File: src/rtl/serial_accum.sv
// Bit-serial two's-complement accumulator: one full-adder slice plus a carry flop,
// LSB-first, with a valid/ready result port, per-operation overflow and optional saturation.
module serial_accum #(
    parameter int unsigned W   = 12,
    parameter int unsigned CW  = 4,
    parameter int unsigned SAT = 0
) (
    input  logic         t_clk,
    input  logic         t_rst_n,
    input  logic         clr,
    input  logic         in_valid,
    output logic         in_ready,
    input  logic [W-1:0] in_data,
    output logic         out_valid,
    input  logic         out_ready,
    output logic [W-1:0] out_sum,
    output logic         out_ovf,
    output logic         busy
);

    typedef enum logic [1:0] {StIdle, StShift, StDone} state_e;

    state_e          state_q, state_d;
    logic [W-1:0]    acc_q, acc_d;
    logic [W-1:0]    a_q, a_d;
    logic [W-1:0]    b_q, b_d;
    logic            carry_q, carry_d;
    logic [CW-1:0]   cnt_q, cnt_d;
    logic [W-1:0]    sum_q, sum_d;
    logic            ovf_q, ovf_d;

    logic            sum_bit;
    logic            carry_out;
    logic            ovf_now;
    logic [W-1:0]    shifted;
    logic [W-1:0]    resolved;

    // Single full-adder slice operating on the current LSBs.
    always_comb begin
        sum_bit   = a_q[0] ^ b_q[0] ^ carry_q;
        carry_out = (a_q[0] & b_q[0]) | (a_q[0] & carry_q) | (b_q[0] & carry_q);
        shifted   = {sum_bit, a_q[W-1:1]};
        // Only meaningful on the last slice, where a_q[0]/b_q[0] are the operand MSBs.
        ovf_now   = (a_q[0] == b_q[0]) && (sum_bit != a_q[0]);
        if ((SAT != 0) && ovf_now) begin
            resolved = a_q[0] ? {1'b1, {(W-1){1'b0}}} : {1'b0, {(W-1){1'b1}}};
        end else begin
            resolved = shifted;
        end
    end

    always_comb begin
        state_d = state_q;
        acc_d   = acc_q;
        a_d     = a_q;
        b_d     = b_q;
        carry_d = carry_q;
        cnt_d   = cnt_q;
        sum_d   = sum_q;
        ovf_d   = ovf_q;
        if (clr) begin
            state_d = StIdle;
            acc_d   = '0;
            sum_d   = '0;
            ovf_d   = 1'b0;
        end else begin
            unique case (state_q)
                StIdle: begin
                    if (in_valid) begin
                        b_d     = in_data;
                        a_d     = acc_q;
                        carry_d = 1'b0;
                        cnt_d   = '0;
                        state_d = StShift;
                    end
                end
                StShift: begin
                    carry_d = carry_out;
                    a_d     = shifted;
                    b_d     = b_q >> 1;
                    cnt_d   = cnt_q + CW'(1);
                    // Result is resolved on the last slice so out_valid rises W edges after accept.
                    if (cnt_q == CW'(W - 1)) begin
                        sum_d   = resolved;
                        acc_d   = resolved;
                        ovf_d   = ovf_now;
                        state_d = StDone;
                    end
                end
                StDone: begin
                    if (out_ready) begin
                        state_d = StIdle;
                    end
                end
                default: state_d = StIdle;
            endcase
        end
    end

    always_ff @(posedge t_clk or negedge t_rst_n) begin
        if (!t_rst_n) begin
            state_q <= StIdle;
            acc_q   <= '0;
            a_q     <= '0;
            b_q     <= '0;
            carry_q <= 1'b0;
            cnt_q   <= '0;
            sum_q   <= '0;
            ovf_q   <= 1'b0;
        end else begin
            state_q <= state_d;
            acc_q   <= acc_d;
            a_q     <= a_d;
            b_q     <= b_d;
            carry_q <= carry_d;
            cnt_q   <= cnt_d;
            sum_q   <= sum_d;
            ovf_q   <= ovf_d;
        end
    end

    always_comb begin
        in_ready  = (state_q == StIdle) && !clr;
        out_valid = (state_q == StDone);
        busy      = (state_q != StIdle);
        out_sum   = sum_q;
        out_ovf   = ovf_q;
    end

endmodule
File: config.mk
export PLATFORM = sky130hd
export DESIGN_NAME = serial_accum
export DESIGN_NICKNAME = d
export VERILOG_FILES = /design/src/rtl/serial_accum.sv
export SDC_FILE = /design/constraint.sdc
export NUM_CORES = 1
export LEC_CHECK = 0
export BUFFER_PORTS_ARGS = -buffer_cell sky130_fd_sc_hd__clkbuf_2
export CAP_MARGIN = 15
export CORE_ASPECT_RATIO = 1.1
export CORE_MARGIN = 2
export CORE_UTILIZATION = 46
export CTS_CLUSTER_DIAMETER = 50
export DETAILED_ROUTE_END_ITERATION = 10
export HOLD_SLACK_MARGIN = 0.02
export PLACE_DENSITY_LB_ADDON = 0.08
export SYNTH_ARGS = -nofsm -noshare
export SYNTH_HDL_FRONTEND = slang
export SYNTH_SLANG_ARGS = --single-unit
File: constraint.sdc
create_clock -name t_clk -period 2.3 [get_ports t_clk]
set_input_delay 0.46 -clock t_clk [delete_from_list [all_inputs] [get_ports t_clk]]
set_output_delay 0.46 -clock t_clk [all_outputs]
set_load 0.05 [all_outputs]
# Yosys cells after proc, flatten, opt, wreduce, memory -nomap -nowiden
# Cells that the tools add are included.
dict set report word_totals {
  input_bits 17
  elab_cells 55
  regBits 44
  out_inout_bits 16
}
dict set report classes {
  n_eq_ne 9
  bitwise 8
  n_addsub 1
  n_mux 19
  reduce_logical 11
}
# cell n
set op_table {}
lappend op_table {{$mux W12} 5}
lappend op_table {{$pmux W12 S2} 2}
lappend op_table {{$mux W2} 4}
lappend op_table {{$pmux W4 S2} 1}
lappend op_table {{$reduce_bool A2 Y1} 4}
lappend op_table {{$ne A3 B3 Y1 const B} 2}
lappend op_table {{$pmux W2 S3} 1}
lappend op_table {{$reduce_and A3 Y1} 2}
lappend op_table {{$add A4 B1 Y4 const B} 1}
lappend op_table {{$eq A4 B4 Y1 const B} 1}
lappend op_table {{$mux W1} 4}
lappend op_table {{$mux W4} 1}
lappend op_table {{$and A1 B1 Y1} 3}
lappend op_table {{$ne A3 B2 Y1 const B} 1}
lappend op_table {{$eq A2 B1 Y1 const B} 1}
lappend op_table {{$eq A2 B2 Y1 const B} 1}
lappend op_table {{$logic_and A1 B1 Y1} 2}
lappend op_table {{$logic_not A2 Y1} 1}
lappend op_table {{$ne A2 B2 Y1 const B} 1}
lappend op_table {{$or A1 B1 Y1} 2}
lappend op_table {{$pmux W1 S2} 1}
lappend op_table {{$reduce_and A2 Y1} 1}
lappend op_table {{$xor A1 B1 Y1} 2}
lappend op_table {{$eq A1 B1 Y1} 1}
lappend op_table {{other kinds (3)} 3}

# Logic depth before layout (Yosys ltp)
dict set report depth {
  depth_word 7
  mapped_depth 6
  depth_no_buf 4
}

# Worst setup path before layout
# Ideal clock, no wire load.
dict set report synth_path {
  path_type {input port to output port}
  start {input port clr}
  end {output port in_ready}
  required_ns 1.840
  path_buffers 3
  arrival_time_ns 1.741
  cell_stages 5
  slack_ns 0.099
  path_cell_list {buf_6 -> or2_1 -> buf_6 -> clkbuf_1 -> nor2_1}
}
dict set report synth_between {
  elab_chain_len 2
}
# element line
set synth_rtl {}
lappend synth_rtl {{start, declared} 10} ;# input logic clr,
lappend synth_rtl {{$logic_not A1 Y1} 123} ;# in_ready = (state_q == StIdle) && !clr;
lappend synth_rtl {{$logic_and A1 B1 Y1} 123}
lappend synth_rtl {{end, declared} 12} ;# output logic in_ready,
# No other way between the ends.

# Worst setup path in the final report
# Same ends and word-level chain as after synthesis.

==> flow_metrics.tcl <==
set metrics [dict create \
    power-per-cell-area_mw_per_mm2 698 \
    layout.cells.non_filler 291 \
    number_of_max_cap_violations 0 \
    ctsHtreeMaxLevel 2 \
    syn_to_final_growth_pct 16.2 \
    critical_path.reg2reg.endpoint "out_ovf" \
    post_synth_num_cell_types 30 \
    setup-violations-final 0 \
    yosys.area_share.xor_xnor 0.00418 \
    drc_errors 0 \
    die_height_um 74.8 \
    endpoint_kind "output port" \
    ir_drop_uv 395 \
    synthesis.area_sq_mm 0.00209 \
    initial_core_utilization 0.482 \
    grt.overflow.total 0 \
    gpl.final_weighted_congestion 0.854 \
    layout_commonest_cell "sky130_fd_sc_hd__o21ai_0" \
    fin_setup_tns_ps 0 \
    worstPathArrival_ps 1460 \
    rrSetupSlack_ps 530 \
    place.detailed.instances 283 \
    grt_antenna_before_repair 0 \
    net-switching-power_w 0.000415 \
    grt-busiest-layer "met2" \
    relSlewSlack 0.508 \
    grt_setup_unrepaired "no" \
    final_worst_hold_slack_ps 213 \
    dpl.hpwl_um 3250 \
    clkTransAtPathRegs_ps 80 \
    ys_seq_elements 44 \
    fin_crit_ps 1920 \
    comb_power_share 0.119 \
    grt_first_pass_wirelength_um 8160 \
    power_leakage_nw 1.15 \
    worst_clock_skew_ps 8.09 \
    routed_wire_length_um 4890 \
    route.detailed.vias_per_inst 5.83 \
    max_slew.worst_pin.slew_ps 738 \
    synth-adder-area-share 0.0215 \
    start_kind "input pin" \
    slew_violations 0 \
    synth_nets 226 \
    syn_avg_cell_area_sq_um 10.2 \
    critPathLaunch "clr" \
    sink_count 44 \
    outcome "complete, no violations" \
    worstReg2RegStart "a_q[0]" \
    cts_hold_repair.buffers 0 \
    synth_compound_area_frac 0.207 \
    cts_tree "built" \
    die_w_um 68.3 \
    wl_per_cell_um 16.8 \
    portBuffers 32 \
    power_report.internal_total_w 0.00128 \
    number_of_buffers_inserted_during_clock_tree_synthesis 5 \
    io_pins 33 \
    ant_nets 0 \
    area_of_the_placeable_core_sq_mm 0.00435 \
    final.period_utilization 0.837 \
    setup_slack_ps 375 \
    post_synth_mux_area_share 0.110 \
    power_frac_seq 0.504 \
    yosysWarnings 0 \
    final_standard_cell_utilization_of_the_core 0.560 \
    gate_count_post_synth 206 \
    met2_routing_resource_usage_after_global_routing 0.381 \
    grt_pass1_vias 1734 \
    dieArea_sq_mm 0.00511 \
    swShare 0.244 \
    grt_use_met3 0.0493 \
    min-delay-path-class "input pin to asynchronous set/reset pin" \
    post-place-ws_ps 385 \
    path_max_fanout 17 \
    max-clock-path-buffers 2 \
    most-common-layout-cells "56 x sky130_fd_sc_hd__o21ai_0, 44 x sky130_fd_sc_hd__dfrtp_1, 32 x sky130_fd_sc_hd__clkbuf_2" \
    hold_violations 0 \
    num_vias 1696 \
    max_freq_mhz 520 \
    clock-root-buffer "sky130_fd_sc_hd__clkbuf_8" \
    detail_route.iter0.violations 126 \
    detail_route.first_pass.iterations 4 \
    layout.nets 256 \
    postCtsResizedCells 0 \
    grt_start_max_net_pins 29 \
    power_frac_clock 0.377 \
    clk_latency_ps 300 \
    use_met1 0.267 \
    synth_simple_gate_area_frac 0.0836 \
    r2r.worst_path.cells 4 \
    synth-seq-area-share 0.526 \
    synth_top_family_by_area "compound AO/OA/AOI/OAI gates" \
    rows 25 \
    post-cts-setup-buffer-count 0 \
    layout-drive-gt1-share 0.224 \
    grt_usage 0.217 \
    antenna_cells 0 \
    worst-endpoint-required_ps 1840 \
    critical_path_class "input pin to output port" \
]
## how the worst max path moves through the flow
stage,end,slack [ps],depth (start not counted)
final,in_ready,380,4
after global routing,in_ready,330,4
after CTS,in_ready,380,4
after detailed placement,in_ready,380,4
after global placement,in_ready,400,4
after floorplan,in_ready,100,5
## cell families (layout without fill, tap and decap cells)
group | after synthesis | in the layout
buffers and inverters | 21 | 52
adder cells (fa/ha/maj) | 3 | 3
AO/OA/AOI/OAI | 82 | 82
multiplexers | 23 | 23
flip-flops | 44 | 44
AND/OR/NAND/NOR | 32 | 32
XOR/XNOR | 1 | 1
## power groups by stage
stage	sequential, W	clock (W)	combinational [W]
finish	0.000857	0.000640	0.000201
global route	0.000864	0.000684	0.000227
detailed placement	0.000872	0	0.000203
floorplan	0.000859	0	0.000137
global placement	0.000868	0	0.000194
CTS	0.000857	0.000654	0.000204
## critical path: stages
cell	delay, ps
sky130_fd_sc_hd__clkbuf_2	260
sky130_fd_sc_hd__or2_1	360
sky130_fd_sc_hd__nor2_1	100
sky130_fd_sc_hd__clkbuf_2	280
## sequential cells by signal (all words and copies together) (netlist names)
register and cells:
cnt_q 4, state_q 2, out_ovf 1, carry_q 1, a_q 12, out_sum 12, b_q 12
## metrics by stage
step | instance area [sq um] | total power, W
after CTS | 2430 | 0.00172
final | 2430 | 0.00170
after detailed placement | 2310 | 0.00108
after floorplan | 2090 | 0.000996
after global placement | 2310 | 0.00106
after global routing | 2430 | 0.00178
## cell type report
type | instances | area [sq um]
fill | 408 | 1910
sequential | 44 | 1100
multi-input combinational | 141 | 896
timing repair buffer | 42 | 235
clock buffer | 7 | 96.3
tap | 54 | 67.6
clock inverter | 1 | 30.0
inverter | 2 | 7.51
## per-layer routing
layer	part of all wire	wire, um
met1	0.42	2060
met2	0.52	2520
met3	0.053	258
met4	0.010	50
met5	0	0
## cells in the mapped netlist
library cell / count / area (sq um)
sky130_fd_sc_hd__o21ai_0: 56 / 280
sky130_fd_sc_hd__dfrtp_1: 44 / 1100
sky130_fd_sc_hd__mux2i_1: 23 / 230
sky130_fd_sc_hd__a21oi_1: 15 / 75.1
sky130_fd_sc_hd__nand3_1: 13 / 65.1
sky130_fd_sc_hd__clkbuf_1: 11 / 41.3
sky130_fd_sc_hd__buf_2: 5 / 25.0
sky130_fd_sc_hd__o21ai_1: 5 / 25.0
sky130_fd_sc_hd__nor2_1: 4 / 15.0
sky130_fd_sc_hd__nand2_1: 3 / 11.3
sky130_fd_sc_hd__a32o_1: 2 / 20.0
sky130_fd_sc_hd__buf_6: 2 / 22.5
sky130_fd_sc_hd__ha_1: 2 / 25.0
sky130_fd_sc_hd__inv_1: 2 / 7.51
sky130_fd_sc_hd__nor2b_1: 2 / 12.5
sky130_fd_sc_hd__or2_2: 2 / 12.5
sky130_fd_sc_hd__or4_1: 2 / 15.0
sky130_fd_sc_hd__a22o_1: 1 / 8.76
sky130_fd_sc_hd__a22oi_1: 1 / 7.51
sky130_fd_sc_hd__a311o_1: 1 / 10.0
sky130_fd_sc_hd__and3b_1: 1 / 8.76
sky130_fd_sc_hd__buf_1: 1 / 3.75
sky130_fd_sc_hd__fa_1: 1 / 20.0
sky130_fd_sc_hd__nand2b_1: 1 / 6.26
sky130_fd_sc_hd__nand3b_1: 1 / 7.51
sky130_fd_sc_hd__nand4_1: 1 / 6.26
sky130_fd_sc_hd__nor4b_1: 1 / 8.76
sky130_fd_sc_hd__o31ai_1: 1 / 7.51
sky130_fd_sc_hd__or2_1: 1 / 6.26
sky130_fd_sc_hd__xnor2_1: 1 / 8.76
Note: power is estimated with default switching activity, not from simulation.
